### config.mk
export PLATFORM = sky130hd
export DESIGN_NAME = alu_control_dm
export DESIGN_NICKNAME = d
export VERILOG_FILES = /design/src/rtl/alu_control_dm.sv
export SDC_FILE = /design/constraint.sdc
export NUM_CORES = 2
export LEC_CHECK = 0
export BUFFER_PORTS_ARGS = -buffer_cell sky130_fd_sc_hd__buf_2
export CORE_MARGIN = 1
export CORE_UTILIZATION = 35
export DETAILED_ROUTE_END_ITERATION = 10
export SYNTH_ARGS = -nofsm -noshare
export SYNTH_HDL_FRONTEND = slang
export SYNTH_SLANG_ARGS = --single-unit
export TNS_END_PERCENT = 30
### constraint.sdc
create_clock -name clk -period 73.2 [get_ports clk]
set_input_delay 10.98 -clock clk [delete_from_list [all_inputs] [get_ports clk]]
set_output_delay 10.98 -clock clk [all_outputs]
set_load 0.03 [all_outputs]
### src/rtl/alu_control_dm.sv
// alu_control_dm: single-cycle execute/memory slice of a 5-stage MIPS32 pipeline.
//
// Combines three functions:
//   - Main/ALU decoder: opcode and funct produce the pipeline control bits.
//   - 32-bit ALU with zero flag.
//   - Word-addressed data memory: synchronous write, combinational read.
// The ALU result addresses the data memory. wb_data selects between the ALU
// result and the memory read data.
//
// Optional feature (macro ALU_OVF_EN):
//   Adds output ovf, the signed overflow of add/sub ALU operations. An
//   overflowing R-type add/sub has its regwrite forced to 0.
//   With the macro undefined the port is absent and arithmetic wraps silently.
//
// Parameters:
//   DM_WORDS  data-memory depth in 32-bit words (power of two, >= 2)
//   DM_AW     word-index width, log2(DM_WORDS)
//
// Ports:
//   clk        clock, rising edge
//   reset      asynchronous active-high reset; clears memory, blocks writes
//   opcode     instruction[31:26]
//   funct      instruction[5:0]
//   rs_data    ALU operand A
//   rt_data    register operand B; also the store data
//   seimm      sign-extended immediate
//   regdst     destination register is rd (1) or rt (0)
//   branch_eq  beq
//   branch_ne  bne
//   jump       j
//   memread    load
//   memwrite   store
//   memtoreg   write-back source is memory
//   regwrite   register-file write enable
//   alusrc     ALU B is seimm (1) or rt_data (0)
//   aluctl     decoded ALU operation
//   alu_out    ALU result
//   zero       alu_out == 0
//   ovf        signed overflow of add/sub (only with ALU_OVF_EN)
//   rdata      memory read data (0 unless memread and not in reset)
//   wb_data    memtoreg ? rdata : alu_out

module alu_control_dm #(
  parameter int unsigned DM_WORDS = 32,
  parameter int unsigned DM_AW    = $clog2(DM_WORDS)
) (
  input  logic        clk,
  input  logic        reset,
  input  logic [5:0]  opcode,
  input  logic [5:0]  funct,
  input  logic [31:0] rs_data,
  input  logic [31:0] rt_data,
  input  logic [31:0] seimm,
  output logic        regdst,
  output logic        branch_eq,
  output logic        branch_ne,
  output logic        jump,
  output logic        memread,
  output logic        memwrite,
  output logic        memtoreg,
  output logic        regwrite,
  output logic        alusrc,
  output logic [3:0]  aluctl,
  output logic [31:0] alu_out,
  output logic        zero,
  output logic [31:0] rdata,
`ifdef ALU_OVF_EN
  output logic        ovf,
`endif
  output logic [31:0] wb_data
);

  // ---------------------------------------------------------------------------
  // Encodings
  // ---------------------------------------------------------------------------
  localparam logic [5:0] OpRType = 6'b000000;
  localparam logic [5:0] OpJ     = 6'b000010;
  localparam logic [5:0] OpBeq   = 6'b000100;
  localparam logic [5:0] OpBne   = 6'b000101;
  localparam logic [5:0] OpAddi  = 6'b001000;
  localparam logic [5:0] OpSlti  = 6'b001010;
  localparam logic [5:0] OpLw    = 6'b100011;
  localparam logic [5:0] OpSw    = 6'b101011;

  localparam logic [5:0] FnAdd = 6'b100000;
  localparam logic [5:0] FnSub = 6'b100010;
  localparam logic [5:0] FnAnd = 6'b100100;
  localparam logic [5:0] FnOr  = 6'b100101;
  localparam logic [5:0] FnSlt = 6'b101010;
  localparam logic [5:0] FnNor = 6'b100111;

  localparam logic [3:0] AluAnd = 4'b0000;
  localparam logic [3:0] AluOr  = 4'b0001;
  localparam logic [3:0] AluAdd = 4'b0010;
  localparam logic [3:0] AluSub = 4'b0110;
  localparam logic [3:0] AluSlt = 4'b0111;
  localparam logic [3:0] AluNor = 4'b1100;

  // ---------------------------------------------------------------------------
  // Decoder
  // ---------------------------------------------------------------------------
  logic regwrite_dec;

  always_comb begin
    regdst       = 1'b0;
    branch_eq    = 1'b0;
    branch_ne    = 1'b0;
    jump         = 1'b0;
    memread      = 1'b0;
    memwrite     = 1'b0;
    memtoreg     = 1'b0;
    regwrite_dec = 1'b0;
    alusrc       = 1'b0;
    aluctl       = AluAnd;

    unique case (opcode)
      OpRType: begin
        // Only recognised functs enable the register write; nop and any
        // unsupported funct leave every control at 0.
        unique case (funct)
          FnAdd: aluctl = AluAdd;
          FnSub: aluctl = AluSub;
          FnAnd: aluctl = AluAnd;
          FnOr:  aluctl = AluOr;
          FnSlt: aluctl = AluSlt;
          FnNor: aluctl = AluNor;
          default: aluctl = AluAnd;
        endcase
        unique case (funct)
          FnAdd, FnSub, FnAnd, FnOr, FnSlt, FnNor: begin
            regdst       = 1'b1;
            regwrite_dec = 1'b1;
          end
          default: ;
        endcase
      end
      OpLw: begin
        alusrc       = 1'b1;
        memread      = 1'b1;
        memtoreg     = 1'b1;
        regwrite_dec = 1'b1;
        aluctl       = AluAdd;
      end
      OpSw: begin
        alusrc   = 1'b1;
        memwrite = 1'b1;
        aluctl   = AluAdd;
      end
      OpBeq: begin
        branch_eq = 1'b1;
        aluctl    = AluSub;
      end
      OpBne: begin
        branch_ne = 1'b1;
        aluctl    = AluSub;
      end
      OpAddi: begin
        alusrc       = 1'b1;
        regwrite_dec = 1'b1;
        aluctl       = AluAdd;
      end
      OpSlti: begin
        alusrc       = 1'b1;
        regwrite_dec = 1'b1;
        aluctl       = AluSlt;
      end
      OpJ: begin
        jump   = 1'b1;
        aluctl = AluAnd;
      end
      default: ;
    endcase
  end

  // ---------------------------------------------------------------------------
  // ALU
  // ---------------------------------------------------------------------------
  logic [31:0] alu_a;
  logic [31:0] alu_b;
  logic [31:0] add_res;
  logic [31:0] sub_res;

  assign alu_a   = rs_data;
  assign alu_b   = alusrc ? seimm : rt_data;
  assign add_res = alu_a + alu_b;
  assign sub_res = alu_a - alu_b;

  always_comb begin
    alu_out = '0;
    unique case (aluctl)
      AluAnd:  alu_out = alu_a & alu_b;
      AluOr:   alu_out = alu_a | alu_b;
      AluAdd:  alu_out = add_res;
      AluSub:  alu_out = sub_res;
      AluSlt:  alu_out = ($signed(alu_a) < $signed(alu_b)) ? 32'd1 : 32'd0;
      AluNor:  alu_out = ~(alu_a | alu_b);
      default: alu_out = '0;
    endcase
  end

  assign zero = (alu_out == 32'd0);

`ifdef ALU_OVF_EN
  logic add_ovf;
  logic sub_ovf;
  logic rtype_arith;

  // add: same-sign operands producing a different-sign result.
  // sub: different-sign operands where the result sign departs from A.
  assign add_ovf = (alu_a[31] == alu_b[31]) && (add_res[31] != alu_a[31]);
  assign sub_ovf = (alu_a[31] != alu_b[31]) && (sub_res[31] != alu_a[31]);

  always_comb begin
    ovf = 1'b0;
    unique case (aluctl)
      AluAdd:  ovf = add_ovf;
      AluSub:  ovf = sub_ovf;
      default: ovf = 1'b0;
    endcase
  end

  assign rtype_arith = (opcode == OpRType) && ((funct == FnAdd) || (funct == FnSub));
  assign regwrite    = regwrite_dec & ~(ovf & rtype_arith);
`else
  assign regwrite = regwrite_dec;
`endif

  // ---------------------------------------------------------------------------
  // Data memory
  // ---------------------------------------------------------------------------
  logic [31:0]      mem_q [DM_WORDS];
  logic [DM_AW-1:0] mem_idx;

  // Byte-offset bits and everything above the index are dropped, so the
  // address space wraps modulo DM_WORDS*4.
  assign mem_idx = alu_out[DM_AW+1:2];

  always_ff @(posedge clk or posedge reset) begin
    if (reset) begin
      for (int i = 0; i < int'(DM_WORDS); i++) begin
        mem_q[i] <= '0;
      end
    end else if (memwrite) begin
      mem_q[mem_idx] <= rt_data;
    end
  end

  // Combinational read sees the pre-edge contents, so a word written this
  // cycle is only observed from the next cycle.
  assign rdata   = (memread && !reset) ? mem_q[mem_idx] : 32'd0;
  assign wb_data = memtoreg ? rdata : alu_out;

endmodule

* Yosys cells after proc, flatten, opt, wreduce, memory -nomap -nowiden *
Cells that the tools add are included.
Widths: inputs -> output; s select.

operators by class
  add/subtract/negate cells = 2
  magnitude comparators = 3
  equality and inequality tests = 18
  mux-type cells = 22
  bitwise logic cells = 4
  reductions and logical operators = 11

operator list
  kind                number
  $bwmux 1024         1
  $mux 32             6
  $pmux 32 s6         1
  $bmux 32 s5         1
  $demux 32 s5        1
  $eq 6x6->1 const B  8
  $add 32x32->32      1
  $and 32x32->32      1
  $logic_not 32->1    1
  $lt 32x32->1        1
  $not 32->32         1
  $or 32x32->32       1
  $sub 32x32->32      1
  $pmux 4 s5          1
  $pmux 4 s4          1
  $eq 6x3->1 const B  2
  $eq 6x4->1 const B  2
  $mux 1              9
  $eq 4x3->1 const B  2
  $eq 6x2->1 const B  1
  $ge 6x6->1 const B  1
  $logic_not 6->1     1
  $lt 6x1->1 const B  1
  $not 5->6           1
  other kinds (11)    13

storage, ports and cells
  bits in registers = 1,024
  input bits = 110
  output and inout port bits = 110
  logic and storage cells = 92

* Longest topological paths before layout *
  depth after elaboration = 13
  depth in mapped cells = 25
  gate-level depth less buffers = 20

* Worst setup path before layout *
Ideal clock, no wire load.

  kind = input port to output port
  start point = input port reset
  end point = output port wb_data[10]
  data arrival time = 34.704 ns
  required time = 62.220 ns
  path slack = 27.516 ns
  stages on the path = 6
  buffers on the path = 2
  path through = inv_1 > nand2_1 > clkbuf_1 > buf_1 > nor4_2 > a21o_1

between the ends
  cells in the longest elaborated chain, start to end = 4

ends and longest elaborated chain
  item               RTL line  text
  start, declared    48        input logic reset,
  $logic_not 1->1    250       assign rdata = (memread && !reset) ? mem_q[mem_idx] : 32'd0;
  $logic_and 1x1->1  250
  $mux 32            250
  via rdata[10]      66        output logic [31:0] rdata,
  $mux 32            251       assign wb_data = memtoreg ? rdata : alu_out;
  end, declared      70        output logic [31:0] wb_data

The timed path passes the listed nets, and every way through them passes these cells.

* Worst setup path in the final report *
  start point = input port opcode[3]
  end point = output port rdata[10]

between the ends
  cells in the longest elaborated chain, start to end = 12
  elaborated cells on any way between the ends = 32
  classes of those cells = add/sub: 2; eq/ne: 11; mux: 9; bitwise: 4; reduce/logical: 6

ends and longest elaborated chain
  item                                                     RTL line  text
  start, declared                                          49        input logic [5:0] opcode,
  branches (longest 11 deep; another with $sub 32x32->32)  -
  $mux 32 (*)                                              250
  end, declared                                            66

Mark *: on every way between the ends. The select of a mux whose other input is x is not followed.

==> out/qor.txt <==
RSZ-0062 raised after global routing -> false
Critical path class -> primary input to primary output
Hold EP -> mem_q[63]$_DFFE_PP0P_
Worst setup SP type -> primary input
Synth Flop Type -> dfrtp_1
Largest Register -> mem_q
Initial antenna violation count -> 23
Worst r2r dst -> mem_q[435]$_DFFE_PP0P_
Final setup vio count -> 0
WL final -> 184000 um
Period utilization -> 40.6%
CTS Buf Count -> 100
Multi-input gate area -> 0.0264 sq mm
P_leak -> 29.5 nW
PortBufs -> 219
Die height -> 395 um
FF/Latch Area -> 0.0256 sq mm
Min Tclk post-route -> 29700 ps
WP data arrival -> 18720 ps
Clk_lat worst skew -> 710 ps
Critical path peak fanout -> 56
Final Wtd Congestion -> 0.959
Worst hold start -> mem_q[63]$_DFFE_PP0P_
Vias -> 40434
Outcome -> completed
Initial Util -> 35.4%
Actual slew at the worst max-slew pin -> 1230 ps
Commonest cells post-synth -> 1024 x dfrtp_1, 976 x mux2_2, 766 x nand2_1
Synth area leaders -> dfrtp_1 47%, mux2_2 20%, nand2_1 5.3%
Die X -> 395 um
Vias/cell -> 5.75
FF+latch count, synth -> 1024
Layout Nets -> 5127
Clock skew -> 0 ps
Global-route wire length before repair -> 274000 um
CORE AREA -> 0.153 sq mm
Async SR Flop Fraction -> 100%
Largest area contributor in the netlist -> dfrtp_1
TritonCTS Sinks -> 1024
DR iter-0 viols -> 3485
Reg clk slew, reported paths -> 60 ps
Mapped Area -> 0.0541 sq mm
DRC Markers -> 0
Final hold viol count -> 0
Post-synthesis cell type count -> 107
Synth top area share -> 47.4%
Register-to-Register Path Depth -> 1
Pwr/cell area -> 21.8 mW/mm^2
Drt pass-1 iters -> 5
Global-route usage over all layers -> 23.3%
Top-count cell post-synth -> dfrtp_1
FF-to-FF Start -> mem_q[435]$_DFFE_PP0P_
Syn nets -> 5113
Number of synthesized flops with an enable pin -> 0
Ys Warns -> 0
Post-route antenna net violation count -> 0
Highest clock rate -> 0.0337 GHz
Ports -> 220
Hold Buf Count CTS -> 0
PostCTS Resize Cnt -> 0
Std-Cell Rows -> 143
Routed wire per std cell -> 26.2 um
Critical path capture point type -> primary output
CP required -> 62220 ps
Regs by FF count -> mem_q x1024
Setup TNS -> 0 ps
Layout Utilization -> 39.5%
Max Slew Vio Count -> 0
Die area -> 0.156 sq mm
Post-CTS setup buffers -> 0
Filler instances -> 14657
Peak supply drop -> 0.0220 mV
Worst min path class -> flop to flop
Max FFs per register -> 1024
H-tree depth -> 3
Vias in the first global route -> 40042
CTS Buffer Depth -> 3
Average size of a mapped cell -> 11.0 sq um
GRT overflow -> 0
Hold depth -> 1
Sequential-to-total area share from yosys stat -> 47.4%
# Max-Cap Violations -> 0
Synthesis-to-layout area growth -> 11.5%
Pin count of the biggest net entering global routing -> 112
Share of cells above drive strength 1 -> 31.7%
Post-DP HPWL -> 116000 um
Clock Tree Root -> clkbuf_16
Worst slew margin -> 17.8%
CTS tree -> done
Reg-to-reg slack, setup -> 72400 ps
Synth Instances -> 4900
## where the power goes
group | internal [mW] | switching (mW)
logic | 0.0572 | 0.143
registers | 0.577 | 0.00551
clock network | 0.299 | 0.233
## per-layer routing
metal	GRT usage (%)	wire [um]	vias to the layer above
li1	-	-	17630
met1	30.3	76300	20921
met2	37.9	87200	1485
met3	4.18	13000	378
met4	10.1	7420	20
met5	0	114	-
## cells in the final DEF, fill, tap and decap left out, types with 15 or more instances in the layout
cell type,instances
buf_2,219
a32o_1,15
mux2_1,63
o21ai_0,59
o22ai_1,20
a22oi_1,18
clkbuf_1,23
a21oi_1,100
nand3_1,173
a32oi_1,89
clkbuf_16,101
and3_1,32
o211ai_1,20
buf_4,95
nor4_2,17
clkbuf_8,24
nand4_1,45
a21o_1,50
a221oi_1,27
mux2i_1,187
a211oi_1,19
inv_1,110
nor2_1,176
mux2_2,976
a31oi_1,46
nand2_1,744
nor3_1,28
a41oi_1,18
ha_1,101
dfrtp_1,1024
clkinv_2,26
## worst max path at each step
stage	startpoint	to	slack (ps)
after floorplan	reset	wb_data[10]	27520
after global placement	opcode[3]	rdata[10]	43720
after detailed placement	opcode[3]	rdata[10]	43700
after CTS	opcode[3]	rdata[10]	43680
after global routing	opcode[3]	rdata[28]	43260
final	opcode[3]	rdata[10]	43500
## logic make-up after synthesis
group                    count (synthesis)  share of synthesized area [%]
buffers and inverters                  522                           4.35
flip-flops                            1024                           47.4
XOR/XNOR                                 8                          0.130
multiplexers                          1232                           25.4
AND/OR/NAND/NOR                       1370                           11.6
AO/OA/AOI/OAI                          641                           8.80
adder cells (fa/ha/maj)                103                           2.41
## stage by stage
stage	instances	total power, mW	worst slack (ps)	hold WS, ps	instance area [sq um]
after floorplan	4900	0.722	27520	458	54100
after global placement	6842	0.789	43720	467	56900
after detailed placement	6842	0.791	43700	478	56900
after CTS	7027	1.32	43680	491	60200
after global routing	7032	1.36	43260	505	60300
final	7035	1.31	43500	486	60300
## critical path, cell delays in order
cell      delay, ps
buf_2           170
nor3b_2         190
o21ai_4         130
buf_4           400
inv_1           300
buf_4           300
nand2_1         120
nand2_1          90
ha_1            250
fa_1            480
xnor2_1         270
o221ai_2        260
nor2_4          170
buf_4           560
buf_4           800
buf_4           780
nor4_4          140
buf_4           320
a32oi_1         210
nand4_1         200
nor4_2          990
buf_2           430
## cell type report
class                      instances  area share (%)
antenna                            8          0.0332
clock buffer                     148            4.89
clock inverter                    37           0.720
inverter                         120           0.797
multi-input combinational       3354            43.8
sequential                      1024            42.5
tap                             2030            4.22
timing repair buffer             314            3.00
Power figures use the tool's default switching activity.
